===== src/rtl/spi_master.sv =====
//------------------------------------------------------------------------------
// Module   : spi_master
// Purpose  : SPI mode-0 master, one DATA_WIDTH-bit MSB-first word per start.
//            Define SPI_MASTER_SOMI_SYNC_EN to add a 2-flop SOMI synchronizer.
// Revision : 1.0 - initial release
//------------------------------------------------------------------------------
`default_nettype none

module spi_master #(
  parameter int DATA_WIDTH = 8,
  parameter int CLK_DIV    = 4
) (
  input  logic                  clk,
  input  logic                  rst_n,
  input  logic                  start,
  input  logic [DATA_WIDTH-1:0] tx_datain,
  input  logic                  SOMI,
  output logic                  SIMO,
  output logic                  SCLK,
  output logic                  cs,
  output logic                  busy,
  output logic                  done,
  output logic [DATA_WIDTH-1:0] rx_dataout
);

  localparam int c_DIV_W = $clog2(CLK_DIV);
  localparam int c_BIT_W = $clog2(DATA_WIDTH) + 1;
  localparam logic [c_DIV_W-1:0] c_DIV_LAST = c_DIV_W'(CLK_DIV - 1);

  typedef enum logic [2:0] {
    S_IDLE  = 3'd0,
    S_SETUP = 3'd1,
    S_XFER  = 3'd2,
    S_HOLD  = 3'd3,
    S_GAP   = 3'd4
  } state_t;

  state_t                r_state;
  logic [c_DIV_W-1:0]    r_div;
  logic [c_BIT_W-1:0]    r_bit;
  logic [DATA_WIDTH-2:0] r_tx;    // bits still to send after the one on SIMO
  logic [DATA_WIDTH-1:0] r_rx;
  logic                  w_somi;
  logic                  w_div_end;

`ifdef SPI_MASTER_SOMI_SYNC_EN
  logic r_somi_s1;
  logic r_somi_s2;

  always_ff @(posedge clk or negedge rst_n) begin
    if (!rst_n) begin
      r_somi_s1 <= 1'b0;
      r_somi_s2 <= 1'b0;
    end else begin
      r_somi_s1 <= SOMI;
      r_somi_s2 <= r_somi_s1;
    end
  end

  assign w_somi = r_somi_s2;
`else
  assign w_somi = SOMI;
`endif

  assign w_div_end = (r_div == c_DIV_LAST);

  always_ff @(posedge clk or negedge rst_n) begin
    if (!rst_n) begin
      r_state    <= S_IDLE;
      r_div      <= '0;
      r_bit      <= '0;
      r_tx       <= '0;
      r_rx       <= '0;
      SIMO       <= 1'b0;
      SCLK       <= 1'b0;
      cs         <= 1'b1;
      busy       <= 1'b0;
      done       <= 1'b0;
      rx_dataout <= '0;
    end else begin
      done <= 1'b0;
      case (r_state)
        S_IDLE: begin
          cs    <= 1'b1;
          SCLK  <= 1'b0;
          r_div <= '0;
          if (start) begin
            r_tx    <= tx_datain[DATA_WIDTH-2:0];
            SIMO    <= tx_datain[DATA_WIDTH-1];
            r_rx    <= '0;
            r_bit   <= c_BIT_W'(DATA_WIDTH);
            cs      <= 1'b0;
            busy    <= 1'b1;
            r_state <= S_SETUP;
          end
        end

        // The edge that raises SCLK is also the one that captures SOMI.
        S_SETUP: begin
          if (w_div_end) begin
            r_div   <= '0;
            SCLK    <= 1'b1;
            r_rx    <= {r_rx[DATA_WIDTH-2:0], w_somi};
            r_bit   <= r_bit - c_BIT_W'(1);
            r_state <= S_XFER;
          end else begin
            r_div <= r_div + c_DIV_W'(1);
          end
        end

        S_XFER: begin
          if (w_div_end) begin
            r_div <= '0;
            if (SCLK) begin
              SCLK <= 1'b0;
              if (r_bit == '0) begin
                r_state <= S_HOLD;
              end else begin
                SIMO <= r_tx[DATA_WIDTH-2];
                r_tx <= r_tx << 1;
              end
            end else begin
              SCLK  <= 1'b1;
              r_rx  <= {r_rx[DATA_WIDTH-2:0], w_somi};
              r_bit <= r_bit - c_BIT_W'(1);
            end
          end else begin
            r_div <= r_div + c_DIV_W'(1);
          end
        end

        S_HOLD: begin
          if (w_div_end) begin
            r_div      <= '0;
            cs         <= 1'b1;
            rx_dataout <= r_rx;
            done       <= 1'b1;
            r_state    <= S_GAP;
          end else begin
            r_div <= r_div + c_DIV_W'(1);
          end
        end

        S_GAP: begin
          if (w_div_end) begin
            r_div   <= '0;
            busy    <= 1'b0;
            r_state <= S_IDLE;
          end else begin
            r_div <= r_div + c_DIV_W'(1);
          end
        end

        default: begin
          r_state <= S_IDLE;
          r_div   <= '0;
          cs      <= 1'b1;
          SCLK    <= 1'b0;
          busy    <= 1'b0;
        end
      endcase
    end
  end

endmodule

`default_nettype wire


===== config.mk =====
export PLATFORM = sky130hd
export DESIGN_NAME = spi_master
export DESIGN_NICKNAME = d
export VERILOG_FILES = /design/src/rtl/spi_master.sv
export SDC_FILE = /design/constraint.sdc
export NUM_CORES = 1
export LEC_CHECK = 0
export ABC_AREA = 1
export BUFFER_PORTS_ARGS = -buffer_cell sky130_fd_sc_hd__buf_4
export CAP_MARGIN = 0
export CORE_ASPECT_RATIO = 0.6
export CORE_MARGIN = 3
export CORE_UTILIZATION = 30
export DETAILED_ROUTE_END_ITERATION = 7
export PLACE_DENSITY_LB_ADDON = 0.2
export REMOVE_ABC_BUFFERS = 1
export SLEW_MARGIN = 5
export SYNTH_ARGS = -nofsm -noshare
export SYNTH_HDL_FRONTEND = slang
export SYNTH_SLANG_ARGS = --single-unit

===== constraint.sdc =====
create_clock -name clk -period 1.25 [get_ports clk]
set_input_delay 0.1875 -clock clk [delete_from_list [all_inputs] [get_ports clk]]
set_output_delay 0.1875 -clock clk [all_outputs]
set_load 0.03 [all_outputs]

* Word level (Yosys, flattened, before mapping)
Index checks and enable logic that the tools add are counted.
** Word-level totals
- Bits in registers :: 37
- Bits in latches :: 0
- Memory bits (writable) :: 0
- ROM bits :: 0
- Memories kept :: 0
** Operators by class
- Add/sub/neg operators :: 2
- Multipliers :: 0
- Div/mod/pow operators :: 0
- $lt $le $gt $ge :: 0
- Equality and inequality tests :: 14
- Shift-type cells :: 0
- Mux-type cells :: 41
- Bitwise operators :: 3
- Reduce and logical (&&, ||, !) cells :: 15
** Operator list (count)
- 8-bit two-way mux :: 4
- 7-bit two-way mux :: 4
- 8-bit case mux with 3 select lines :: 1
- 3-bit two-way mux :: 7
- 2-bit != test (second input constant) :: 9
- 4-bit two-way mux :: 4
- 3-bit case mux with 5 select lines :: 1
- 7-bit case mux with 2 select lines :: 1
- 1-bit two-way mux :: 12
- 4-bit case mux with 3 select lines :: 1
- 5-bit AND reduction :: 2
- 1-bit case mux with 3 select lines :: 3
- 7-bit AND reduction :: 1
- 3-bit by 2-bit == test with 1-bit output (second input constant) :: 2
- 3-bit AND reduction :: 2
- 3-bit OR reduction :: 2
- 4-bit logical NOT :: 1
- 2-bit two-way mux :: 2
- 2-bit AND reduction :: 2
- 4-bit OR reduction :: 1
- 4-bit by 1-bit subtractor with 4-bit output (second input constant) :: 1
- 3-bit by 1-bit == test with 1-bit output (second input constant) :: 1
- 3-bit == test (second input constant) :: 1
- 3-bit logical NOT :: 1
- other kinds (7) :: 9

* Logic depth before layout (Yosys ltp)
Gate-level depths: netlist of run 1.
- Depth in word-level cells :: 5
- Mapped depth :: 9
- Mapped depth without buffers :: 9

* Worst setup path before layout of run 1
Ideal clock, no wire load.
- Path type :: reg-to-reg
- Start point :: reg r_bit[0]
- End point :: reg r_tx[6]
- Arrival time :: 1213 ps
- Required time :: 1124 ps
- Path slack :: -89 ps
- Cell stages (with the launch flop) :: 9
- Buffers on the path :: 1
- Period minus slack after synthesis :: 1339 ps
- Cells stage by stage :: dfrtp_1 inv_1 ha_1 nand3_1 o21ai_2 nor2_4 buf_6 nand2_1 o21ai_0
** Between the ends
- Longest elaborated chain between the ends :: 3
** RTL lines
- from (decl) :: RTL line 40 : logic [c_BIT_W-1:0] r_bit;
- from (signal assigned) :: RTL line 91 : r_bit <= c_BIT_W'(DATA_WIDTH);
- from (signal assigned) :: RTL line 104 : r_bit <= r_bit - c_BIT_W'(1);
- from (signal assigned) :: RTL line 125 : r_bit <= r_bit - c_BIT_W'(1);
- 4-bit logical NOT :: RTL line 116 : if (r_bit == '0) begin
- 2-bit != test (no line)
- 5-bit AND reduction (no line)
- to (signal assigned) :: RTL line 88 : r_tx <= tx_datain[DATA_WIDTH-2:0];
- to (signal assigned) :: RTL line 120 : r_tx <= r_tx << 1;
- to (decl) :: RTL line 41 : logic [DATA_WIDTH-2:0] r_tx;
Every way passes these cells.
A chain may end at the register's enable or synchronous reset.

* Worst setup path after layout of run 1
- Start point :: reg r_state[1]
- End point :: reg r_tx[6]
** Between the ends
- Longest elaborated chain between the ends :: 3
- Elaborated cells between the ends (all ways) :: 9
** RTL lines
- from (decl) :: RTL line 38 : state_t r_state;
- from (signal assigned) :: RTL line 69 : r_state <= S_IDLE;
- from (signal assigned) :: RTL line 94 : r_state <= S_SETUP;
- from (signal assigned) :: RTL line 105 : r_state <= S_XFER;
- 3-bit by 2-bit == test with 1-bit output / 3-bit logical NOT (equally long branches) :: RTL line 82 : case (r_state)
- 2-bit != test (no line) / 2-bit nonzero test (equally long branches)
- 5-bit AND reduction (no line)
Parallel ways exist; a longest one is shown, timed or not.

==> results.md, run 1 <==
- Status: finished with violations
- Failing checks: setup timing
- Inserted Diodes: 0
- Logic pwr share: 3.2%
- Synth top area share: 46.6%
- Arr. time, crit path: 1.56 ns
- Pint: 1890 uW
- Post-Synth Adder-Cell Area: 1.94%
- Reg-to-reg endpoint: r_tx[6]
- I/O pin cnt: 25
- Largest net degree at the start of global routing: 38
- Drt wl/cell: 11.6 um
- Unrepaired setup endpoints after global routing: true
- Worst hold slack: 0.124 ns
- Compound-Gate Fraction of Synth Area: 8.42%
- Die Width: 110 um
- Vias: 1639
- GP Congestion: 0.880
- Max Cap Viol: 0
- EDFF count, synth: 0
- Clock period minus worst slack: 1.38 ns
- Htree depth: 2
- Hold WC Path Type: primary input to flop
- Largest family of logic cells by synthesized area: simple AND/OR/NAND/NOR gates
- Filler cell count: 582
- Cell row count: 21
- NumNets Final: 323
- Port buffer count: 24
- Seq/Total Area, Yosys: 48.0%
- Initial antenna violation count: 0
- Core area: 0.00589 mm^2
- Crit. End Element: flop
- Switching share of power: 20.7%
- Final hold violations: 0
- Largest area contributor in the netlist: dfrtp_1
- Synth top cells by count: nand2_1 (79), dfrtp_1 (36), inv_1 (26)
- Post-synthesis simple-gate area fraction: 31.3%
- TritonCTS Buffers: 5
- Hold EP: r_tx[0]
- Worst vdd ir: 0.432 mV
- Placed Cells: 366
- Worst Setup Path Type: flop to flop
- Final wirelength: 4.50 mm
- Async SR Flop Fraction: 100%
- Vias/cell: 4.21
- Layout cell share with drive strength beyond 1: 41.1%
- Final setup margin: -0.130 ns
- WP buf/inv: 2
- Starting Density: 32.8%
- Cell Chain, Critical Path: buf_6, nor2_4, nand3_4, nand2_4, nor2_4, buf_12, nand2_1, o21ai_0
- Worst Hold Launch: tx_datain[0]
- Clk_lat worst skew: 0.29 ns
- Synth Area in XOR/XNOR: 0.453%
- Clock power frac: 46.0%
- Synthesis-to-finish area growth: 47.9%
- Initial DRT Pass Iterations: 4
- Synth Warn #: 0
- Sw Pwr: 494 uW
- Post-Syn Instances: 237
- Slew Limit Fails: 0
- Slowest CP cell: dfrtp_1
- Synth top area cells: dfrtp_1 (47%), nand2_1 (15%), inv_1 (5.1%), nor2_1 (4.3%), o21ai_1 (3.4%)
- WP data required: 1.43 ns
- PwrDens: 834 mW/mm^2
- Crit-path most repeated cell: nor2_4
- Flop-to-flop setup slack: -0.13 ns
- Final period utilization: 110%
- Final number of setup-violating endpoints: 26
- Critical path's top delay family: simple AND/OR/NAND/NOR gates
- Total track usage: 12.8%
- Mapped cell area: 0.00193 mm^2
- Most common cell in the netlist: nand2_1
- Relative max-transition margin: 68.5%
- DRC: 0
- LEAKAGE: 0.00144 uW
- Die Y: 68.2 um
- RR Startpoint: r_state[1]
- Critical path startpoint category: flop
- Critical path fanouts, max: 14
- Drt initial violations: 60
- Max incr delay on CP: 0.43 ns
- CTS tree: yes
- Hold Crit Depth: 3
- Clock skew: 0.00357 ns
- Clock-pin slew of the registers on the worst-case setup and hold paths: 0.08 ns
- Number of global-route vias before repair: 1430
- Syn Area/Cell: 8.15 um^2
- Clock sink count: 37
- Clock Tree Root: clkbuf_8
- Worst slew pin tran: 0.472 ns
- Grt total ovfl: 0
- Clock Path Buffers: 2
- Distinct cell type count after synthesis: 28
- Maximum clock frequency: 0.725 GHz
- Sequential share of power: 50.8%
- Top FF cell, synth: dfrtp_1
- Post-Layout Cell Count: 389
- Routed Antenna Nets: 0
- Global-route wire length before repair: 7.13 mm
- Multiplexer share of the synthesized area: 0%
- Synth Register Bits: 37
- Hpwl dp: 3.02 mm
- DIE AREA: 0.00747 mm^2
- R2r worst-path depth: 8
[metal layers]
| metal | wire length, um | track usage, % |
|---|---|---|
| met3 | 127 | 3.11 |
| met1 | 2500 | 19.5 |
| met5 | 0 | 0 |
| met4 | 61 | 5.13 |
| met2 | 1810 | 17.0 |
[what timing repair did]
item	CTS	global route
hold endpoints to repair	36	0
hold buffers	1	0
gates resized for setup	28	33
gates cloned	1	0
pin swaps	5	10
setup buffers	5	8
setup endpoints to repair	35	37
[power groups by stage]
| stage | registers (uW) | logic (uW) | clock network [uW] |
|---|---|---|---|
| floorplan | 1230 | 19.4 | 0 |
| global placement | 1230 | 74.2 | 0 |
| detailed placement | 1230 | 74.6 | 0 |
| CTS | 1210 | 77.5 | 1120 |
| global route | 1210 | 87.9 | 1180 |
| finish | 1210 | 75.9 | 1100 |
[layout make-up]
class                           instances  area (um^2)  area share [%]
Clock inverter                          1         30.0            1.05
Timing Repair Buffer                   72          622            21.8
Tap cell                               80          100            3.50
Multi-Input combinational cell        162          962            33.7
Inverter                               30          128            4.47
Clock buffer                            7         86.3            3.02
Sequential cell                        37          928            32.5
[flip-flops by register name (all words and copies together) (netlist names)]
name,flops
r_state,3
rx_dataout,8
r_bit,4
cs,1
SIMO,1
SCLK,1
r_div,2
done,1
r_rx,8
busy,1
r_tx,7
[kinds of logic (layout without fill, tap and decap cells)]
| kind of cell | Yosys count | after routing |
|---|---|---|
| buffers and inverters | 38 | 110 |
| XOR/XNOR | 1 | 1 |
| AND/OR/NAND/NOR | 129 | 129 |
| flip-flops | 37 | 37 |
| adder cells (fa/ha/maj) | 3 | 3 |
| AO/OA/AOI/OAI | 29 | 29 |
[stage by stage]
step | util, % | cell area [um^2] | TNS [ns] | worst slack (ns) | power, uW
final | 48.5 | 2860 | -2.44 | -0.130 | 2380
after global placement | 40.9 | 2410 | -3.90 | -0.145 | 1310
after floorplan | - | 1860 | -1.88 | -0.142 | 1250
after CTS | 45.9 | 2700 | -2.53 | -0.129 | 2410
after detailed placement | 40.9 | 2410 | -5.06 | -0.188 | 1310
after global routing | 48.5 | 2860 | -5.15 | -0.203 | 2480
[worst min-delay path, delay by kind of cell]
| family | cells | cell delay (ns) |
|---|---|---|
| buf+inv | 1 | 0.08 |
| simple gates | 2 | 0.11 |
[placed cells by master, fill, tap and decap left out, drive strengths merged]
cell type,synthesis,routed
nor3,1,1
a21oi,2,2
dfstp,1,1
nand2,83,83
dlygate4sd3,0,1
clkinv,0,1
nand3,16,16
dfrtp,36,36
nand4,3,3
o21ai,26,26
ha,3,3
buf,8,71
nor2,26,26
inv,30,29
bufinv,0,1
xnor2,1,1
clkbuf,0,7
a21boi,1,1
[worst max-delay path by stage]
stage / cells after the start / start / endpoint / slack [ns]
3_3_place_gp: 7 / r_state[0] / r_tx[2] / -0.14
5_1_grt: 8 / r_state[1] / r_tx[6] / -0.20
4_1_cts: 8 / r_state[0] / r_tx[6] / -0.13
3_5_place_dp: 7 / r_div[0] / r_bit[1] / -0.19
2_1_floorplan: 7 / r_state[0] / r_bit[0] / -0.14
6_report: 8 / r_state[1] / r_tx[6] / -0.13
Power figures use the tool's default switching activity.
==> inputs of run 2 (changes only) <==
==> constraint.sdc (replaced) <==
create_clock -name clk -period 1.46 [get_ports clk]
set_input_delay 0.219 -clock clk [delete_from_list [all_inputs] [get_ports clk]]
set_output_delay 0.219 -clock clk [all_outputs]
set_load 0.03 [all_outputs]
==> results.md, run 2 (synthesis gave the netlist of run 1 again) <==
- I/O pin cnt: 25
- Number of global-route vias before repair: 1455
- Cell row count: 21
- Unrepaired setup endpoints after global routing: false
- Final number of setup-violating endpoints: 0
- Clock sink count: 37
- Flop-to-flop setup slack: 0.09 ns
- NumNets Final: 296
- Hold Crit Depth: 3
- Port buffer count: 24
- Total power: 2020 uW
- Initial DRT Pass Iterations: 5
- Worst Setup Path Type: flop to flop
- Slew Limit Fails: 0
- Final hold violations: 0
- WP data required: 1.64 ns
- Commonest non-fill, non-tap cell in the layout: nand2_1
- PwrDens: 801 mW/mm^2
- Relative max-transition margin: 68.1%
- Hold WC Path Type: primary input to flop
- Grt total ovfl: 0
- Critical path startpoint category: flop
- Max Cap Viol: 0
- Die Y: 68.2 um
- Hold EP: r_tx[0]
- Largest net degree at the start of global routing: 38
- Total track usage: 11.8%
- Clk_lat worst skew: 0.28 ns
- R2r worst-path depth: 8
- Clock-pin slew of the registers on the worst-case setup and hold paths: 0.07 ns
- DRC: 0
- TritonCTS Buffers: 5
- Clock Tree Root: clkbuf_8
- Multi-input gate area: 858 um^2
- Most frequent cells in the layout: nand2_1 (79), buf_4 (39), dfrtp_1 (34)
- Inserted Diodes: 0
- Drt initial violations: 41
- Final setup margin: 0.0897 ns
- Setup slack at placement: 0.00362 ns
- Reg-to-reg endpoint: r_bit[3]
- Maximum clock frequency: 0.730 GHz
- Crit. End Element: flop
- Global-route wire length before repair: 6.82 mm
- Critical path fanouts, max: 12
- Final period utilization: 93.9%
- Hpwl dp: 2.90 mm
- Layout cell share with drive strength beyond 1: 28.4%
- Largest regs: r_rx: 8 flops, rx_dataout: 8 flops, r_tx: 7 flops
- Htree depth: 2
- Die Width: 110 um
- Worst Hold Launch: tx_datain[0]
- Clock skew: 0.00304 ns
- Routed Antenna Nets: 0
- Clock period minus worst slack: 1.37 ns
- Synthesis-to-finish area growth: 30.4%
- Clock Path Buffers: 2
- RR Startpoint: r_state[0]
- DIE AREA: 0.00747 mm^2
- Drt wl/cell: 11.0 um
- Final wirelength: 4.00 mm
- Status: complete, no violations
- Initial antenna violation count: 0
- Sequential cell area: 930 um^2
- CTS tree: yes
- Vias/cell: 4.29
- Worst vdd ir: 0.440 mV
- Arr. time, crit path: 1.55 ns
- LEAKAGE: 0.00129 uW
- Worst slew pin tran: 0.478 ns
- Core area: 0.00589 mm^2
- Vias: 1554
- GP Congestion: 0.808
- Setup TNS: 0 ns
- Filler cell count: 629
- Starting Density: 32.8%
-- run 2: changes by cell type in the layout (fill, tap and decap cells not counted), sizes merged --
| cell | change |
|---|---|
| clkinv | -1 |
| buf | -27 |
| inv | +1 |
-- run 2: area by class of cell --
| class | instances | share of cell area, % |
|---|---|---|
| sequential | 37 | 36.9 |
| multi-input combinational | 162 | 34.1 |
| timing repair buffer | 45 | 15.6 |
| inverter | 30 | 4.77 |
| tap | 80 | 3.97 |
| clock buffer | 7 | 3.43 |
| clock inverter | 1 | 1.19 |
-- run 2: how the worst max path moves through the flow --
stage                from            end  slack [ns]  depth (start not counted)
2_1_floorplan  r_state[0]       r_bit[0]        0.07                          7
3_3_place_gp     r_div[0]  rx_dataout[6]        0.01                          6
3_5_place_dp     r_div[0]  rx_dataout[3]       0.004                          6
4_1_cts        r_state[0]     r_state[0]        0.06                          8
5_1_grt        r_state[2]     r_state[0]       0.003                          9
6_report       r_state[0]       r_bit[3]        0.09                          8
-- run 2: where the power goes --
part	leakage, uW	switching, uW	total [uW]	internal (uW)
registers	0.000466	4.13	1040	1030
logic	0.000767	35.4	62.8	27.4
clock network	0.0000585	360	917	557
total	0.00129	400	2020	1620
-- run 2: metrics by stage --
stage | hold slack [ns] | area, um^2 | instances | util [%]
after floorplan | -0.0766 | 1860 | 229 | -
after global placement | 0.221 | 2330 | 352 | 39.6
after detailed placement | 0.220 | 2330 | 352 | 39.6
after CTS | 0.157 | 2460 | 361 | 41.7
after global routing | 0.156 | 2520 | 362 | 42.8
final | 0.161 | 2520 | 362 | 42.8
-- run 2: critical path: stages (launching register included) --
cell	delay (ns)
dfrtp_2	0.48
buf_6	0.15
nor2_4	0.11
nand3_4	0.11
nand3_2	0.10
a21oi_4	0.04
buf_12	0.15
nand2_1	0.05
nand2_1	0.05
-- run 2: routing by layer --
layer / wire length [um] / global-route usage (%)
met4: 46 / 3.27
met1: 2240 / 17.8
met3: 134 / 3.20
met2: 1580 / 16.4
met5: 0 / 0
-- run 2: what timing repair did --
item / 4_1_cts / 5_1_grt
hold buffers: 1 / 0
setup endpoints to repair: 8 / 18
pin swaps: 0 / 3
gates resized for setup: 2 / 15
hold endpoints to repair: 36 / 0
setup buffers: 0 / 1
